## src/rtl/spm_seq.sv

```systemverilog
// rtl/spm_seq.sv - handshaked serial-parallel multiplier on a carry-save adder cell chain
// Multiplicand held in parallel, multiplier consumed LSB first, product emitted LSB first.
module spm_seq #(
    parameter int WIDTH  = 8,
    parameter bit SIGNED = 1'b1
) (
    input  logic               clk,
    input  logic               rst,
    input  logic               clr,
    input  logic               start,
    input  logic [WIDTH-1:0]   multiplicand,
    input  logic [WIDTH-1:0]   multiplier,
    output logic               ready,
    output logic               busy,
    output logic               done,
    output logic               prod_bit,
    output logic               prod_bit_vld,
    output logic [2*WIDTH-1:0] product
);

    localparam int CW = $clog2(2*WIDTH);
    localparam logic [CW-1:0] LAST = CW'(2*WIDTH-1);

    typedef enum logic [1:0] {ST_IDLE, ST_RUN, ST_DONE} state_t;

    state_t           state, state_d;
    logic [CW-1:0]    cnt;
    logic [WIDTH-1:0] a_reg;
    logic [WIDTH-1:0] b_sh;
    logic [WIDTH-1:1] sum_q;
    logic [WIDTH-1:0] carry_q;
    logic [WIDTH-1:0] sum_d, carry_d, sum_in, pp;
    logic             corr, x_bit, fill;

    // Signed mode negates the MSB-column partial product; the constant that this
    // introduces over 2*WIDTH cycles reduces to one 1 injected into that column at bit 0.
    always_comb begin
        corr   = SIGNED && (cnt == '0);
        sum_in = {corr, sum_q};
        x_bit  = b_sh[0];
        fill   = SIGNED & b_sh[WIDTH-1];
        pp     = '0;
        sum_d  = '0;
        carry_d = '0;
        for (int i = 0; i < WIDTH; i++) begin
            pp[i]      = (a_reg[i] & x_bit) ^ (SIGNED && (i == WIDTH-1));
            sum_d[i]   = pp[i] ^ sum_in[i] ^ carry_q[i];
            carry_d[i] = (pp[i] & sum_in[i]) | (pp[i] & carry_q[i]) | (sum_in[i] & carry_q[i]);
        end
    end

    always_comb begin
        state_d = state;
        case (state)
            ST_IDLE: if (start) state_d = ST_RUN;
            ST_RUN:  if (cnt == LAST) state_d = ST_DONE;
            ST_DONE: state_d = ST_IDLE;
            default: state_d = ST_IDLE;
        endcase
    end

    always_ff @(posedge clk or posedge rst) begin
        if (rst) begin
            state <= ST_IDLE;
        end else if (clr) begin
            state <= ST_IDLE;
        end else begin
            state <= state_d;
        end
    end

    always_ff @(posedge clk or posedge rst) begin
        if (rst) begin
            cnt     <= '0;
            a_reg   <= '0;
            b_sh    <= '0;
            sum_q   <= '0;
            carry_q <= '0;
            product <= '0;
        end else if (clr) begin
            cnt     <= '0;
            a_reg   <= '0;
            b_sh    <= '0;
            sum_q   <= '0;
            carry_q <= '0;
            product <= '0;
        end else if (state == ST_IDLE) begin
            if (start) begin
                a_reg   <= multiplicand;
                b_sh    <= multiplier;
                sum_q   <= '0;
                carry_q <= '0;
                cnt     <= '0;
            end
        end else if (state == ST_RUN) begin
            // Once the real multiplier bits are used up, the sign (or zero) keeps feeding.
            b_sh    <= {fill, b_sh[WIDTH-1:1]};
            sum_q   <= sum_d[WIDTH-1:1];
            carry_q <= carry_d;
            cnt     <= cnt + 1'b1;
            product <= {prod_bit, product[2*WIDTH-1:1]};
        end
    end

    assign ready        = (state == ST_IDLE);
    assign busy         = (state == ST_RUN);
    assign done         = (state == ST_DONE);
    assign prod_bit_vld = busy;
    assign prod_bit     = busy & sum_d[0];

endmodule

```

## config.mk

```make
export PLATFORM = sky130hd
export DESIGN_NAME = spm_seq
export DESIGN_NICKNAME = d
export VERILOG_FILES = /design/src/rtl/spm_seq.sv
export SDC_FILE = /design/constraint.sdc
export NUM_CORES = 1
export LEC_CHECK = 0
export ABC_CLOCK_PERIOD_IN_PS = 1450
export BUFFER_PORTS_ARGS = -buffer_cell sky130_fd_sc_hd__buf_4
export CAP_MARGIN = 20
export CORE_ASPECT_RATIO = 1.2
export CORE_MARGIN = 4
export CORE_UTILIZATION = 30
export DETAILED_ROUTE_END_ITERATION = 12
export PLACE_DENSITY_LB_ADDON = 0.2
export SETUP_SLACK_MARGIN = 0.5
export SLEW_MARGIN = 40
export SYNTH_ARGS = -nofsm -noshare
export SYNTH_HDL_FRONTEND = slang
export SYNTH_SLANG_ARGS = --single-unit
```

## constraint.sdc

```tcl
create_clock -name clk -period 1.45 [get_ports clk]
set_clock_uncertainty 0.1 [all_clocks]
set_input_delay 0.0725 -clock clk [delete_from_list [all_inputs] [get_ports clk]]
set_output_delay 0.0725 -clock clk [all_outputs]
set_load 0.005 [all_outputs]
```

==> results.sh <==
export IMPL_status="finished, violations left"
export IMPL_failed_checks="negative hold slack, negative setup slack"
export IMPL_relSlewSlack=0.638
export IMPL_final_min_clock_period_ns=1.72
export IMPL_path_class="reg -> out"
export IMPL_clk_insertion_delay_late_ns=0.31
export IMPL_peakVddDrop_mv=0.376
export IMPL_die_area_sq_um=10100
export IMPL_p_switching_mw=0.866
export IMPL_dp_cells=397
export IMPL_rows=36
export IMPL_leakagePower_nw=2.00
export IMPL_via_count=2189
export IMPL_grt_pass1_wl_microns=11600
export IMPL_ys_flop_type="dfrtp_1"
export IMPL_worstMarginPinSlew_ns=0.543
export IMPL_clockBufferDepth=2
export IMPL_post_drt_wl_per_cell_microns=15.2
export IMPL_p_seq_frac=0.500
export IMPL_cts_buffers=5
export IMPL_fin_hold_ws_ns=-0.296
export IMPL_stdcell_count=465
export IMPL_syn_num_nets=271
export IMPL_preCtsSetupSlack_ns=-0.143
export IMPL_design_area_sq_um=4450
export IMPL_dp_hpwl_microns=3900
export IMPL_synth_edf_count=0
export IMPL_numClockSinks=53
export IMPL_drc_errors=0
export IMPL_power_density_nw_per_um2=701
export IMPL_finalSetupViolations=17
export IMPL_grt_pass1_vias=2298
export IMPL_antenna_found_initial=0
export IMPL_post_drt_via_cell_ratio=4.71
export IMPL_avgSynthCellArea_sq_um=10.7
export IMPL_finalHoldViolCount=21
export IMPL_portBuffers=40
export IMPL_final_antenna_net_count=0
export IMPL_nets=380
export IMPL_drtIter0Drc=72
export IMPL_cp_required_ns=1.28
export IMPL_ff2ff_setup_slack_ns=-0.23
export IMPL_grt_usage=0.145
export IMPL_coreArea_sq_um=8240
export IMPL_cp_arrival_ns=1.55
export IMPL_top_register="product"
export IMPL_gp_routability_congestion=0.765
export IMPL_p_sw_frac=0.278
export IMPL_yosys_warnings=0
export IMPL_dr_pass1_iters=4
export IMPL_root_buffer="clkbuf_8"
export IMPL_rsz0062_at_grt="true"
export IMPL_maxSlewViolCount=0
export IMPL_cts_hold_buffers=17
export IMPL_yosysUniqueCellTypes=33
export IMPL_die_x_microns=92.6
export IMPL_area_growth_pct=72.8
export IMPL_hp_class="in -> async"
export IMPL_post_route_period_util=1.19
export IMPL_n_antenna_cell=0
export IMPL_clockPowerShare=0.294
export IMPL_start_kind="flop"
export IMPL_cp_end_kind="output port"
export IMPL_share_comb_of_total_power=0.206
export IMPL_ios=41
export IMPL_grt_ovfl_total=0
export IMPL_max_cap_violations=0
export IMPL_cts_clk_slew_worst_paths_ns=0.11
export IMPL_drive_above_1_share=0.593
export IMPL_grt_max_degree=24
export IMPL_syn_inst=241
export IMPL_max_freq_mhz=581
export IMPL_cts_tree="yes"
export IMPL_internal_power_mw=2.25
export IMPL_finalWorstSetupSlack_ns=-0.271
export IMPL_synth_seq_cells=53
export IMPL_postPlaceCellArea_sq_um=3180
export IMPL_synth_area_sq_um=2570
export IMPL_htreeDepth=2
export IMPL_largest_reg_flops=16
export IMPL_ys_seq_area_frac=0.515
export IMPL_worstPathMaxFanout=2
export IMPL_routed_wirelength_microns=7070
export IMPL_async_reset_ff_frac=1.00
export IMPL_die_h_microns=109
export IMPL_start_util=0.312
[cell type report]
cell class	count	area (sq um)
Clock inverter	2	17.5
Multi-Input combinational cell	150	1520
Timing Repair Buffer	118	1240
Clock buffer	6	82.6
Fill cell	705	3800
Inverter	20	86.3
Timing Repair inverter	2	32.5
Sequential cell	53	1330
Tap cell	114	143
[cell usage after synthesis, drive strengths merged, types with 3 or more instances]
master    n  area [sq um]
a21oi    15          75.1
buf      11          78.8
clkbuf    7          26.3
dfrtp    53          1330
fa        8           160
inv      20          75.1
mux2i    16           160
nand2    40           150
nand3    15          75.1
nor2     14          55.1
nor3b     3          22.5
o2bb2ai  10          87.6
o31ai    11           131
[metrics by stage]
stage	setup TNS, ns	hold slack (ns)	power [mW]	util
after floorplan	-0.184	0.0339	1.81	-
after global placement	-0.314	0.0537	1.95	0.386
after detailed placement	-0.829	0.0619	1.95	0.386
after CTS	-1.08	-0.280	3.09	0.515
after global routing	-2.52	-0.269	3.26	0.539
final	-1.32	-0.296	3.12	0.539
[kinds of logic (layout without fill, tap and decap cells)]
kind of cell | after synthesis | in the layout | share of synthesized area
mux | 16 | 16 | 0.0622
flops | 53 | 53 | 0.515
compound gates | 45 | 45 | 0.144
simple gates | 79 | 79 | 0.136
buf+inv | 38 | 148 | 0.0700
fa+ha+maj | 10 | 10 | 0.0719
[final timing paths]
path / startpoint / endpoint / depth (start not counted)
worst max register to register: cnt[1] / sum_q[7] / 5
min in group clk: start / cnt[2] / 5
worst max-delay path: b_sh[0] / prod_bit / 4
worst min-delay path: rst / product[3] / 2
max in group asynchronous: rst / carry_q[1] / 3
worst min register to register: b_sh[3] / b_sh[3] / 1
[repair_timing]
action | in CTS | in global routing
endpoints found under the setup margin | 74 | 74
hold endpoints to repair | 38 | 21
gates resized for setup | 133 | 32
gates cloned | 3 | 1
buffers inserted | 32 | 7
pin swaps | 39 | 14
[layout by cell type, fill, tap and decap left out, types with 4 or more instances in the layout]
cell type       n
nand2_4        15
nand2_2        13
dlygate4sd3_1  17
buf_6          44
a21oi_2        15
o31ai_2         8
buf_4          45
buf_8           4
clkbuf_8        6
mux2i_1        15
inv_1          18
nand3_1        14
nand2_1        11
fa_2            7
nor2_1         11
dfrtp_2         4
dfrtp_1        49
o2bb2ai_2      10
buf_12          6
[power groups by stage]
stage | combinational (mW) | sequential (mW) | clock (mW)
4_1_cts | 0.589 | 1.56 | 0.946
5_1_grt | 0.689 | 1.56 | 1.00
2_1_floorplan | 0.245 | 1.57 | 0
3_3_place_gp | 0.366 | 1.58 | 0
6_report | 0.643 | 1.56 | 0.917
3_5_place_dp | 0.369 | 1.58 | 0
[layer usage]
layer  wire, microns  GRT usage  vias to the layer above
met4             175     0.0563                        0
met5               0          0                        -
met1            3000      0.175                     1104
met3             175     0.0178                       13
li1                -          -                     1036
met2            3720      0.264                       36
[worst max-delay path, cell delays in order (launching register included)]
cell     delay [ns]
dfrtp_2        0.45
nand2_2        0.07
fa_1           0.46
nor2_2         0.15
buf_4          0.12
No activity file was read; power rests on OpenSTA's default activity.
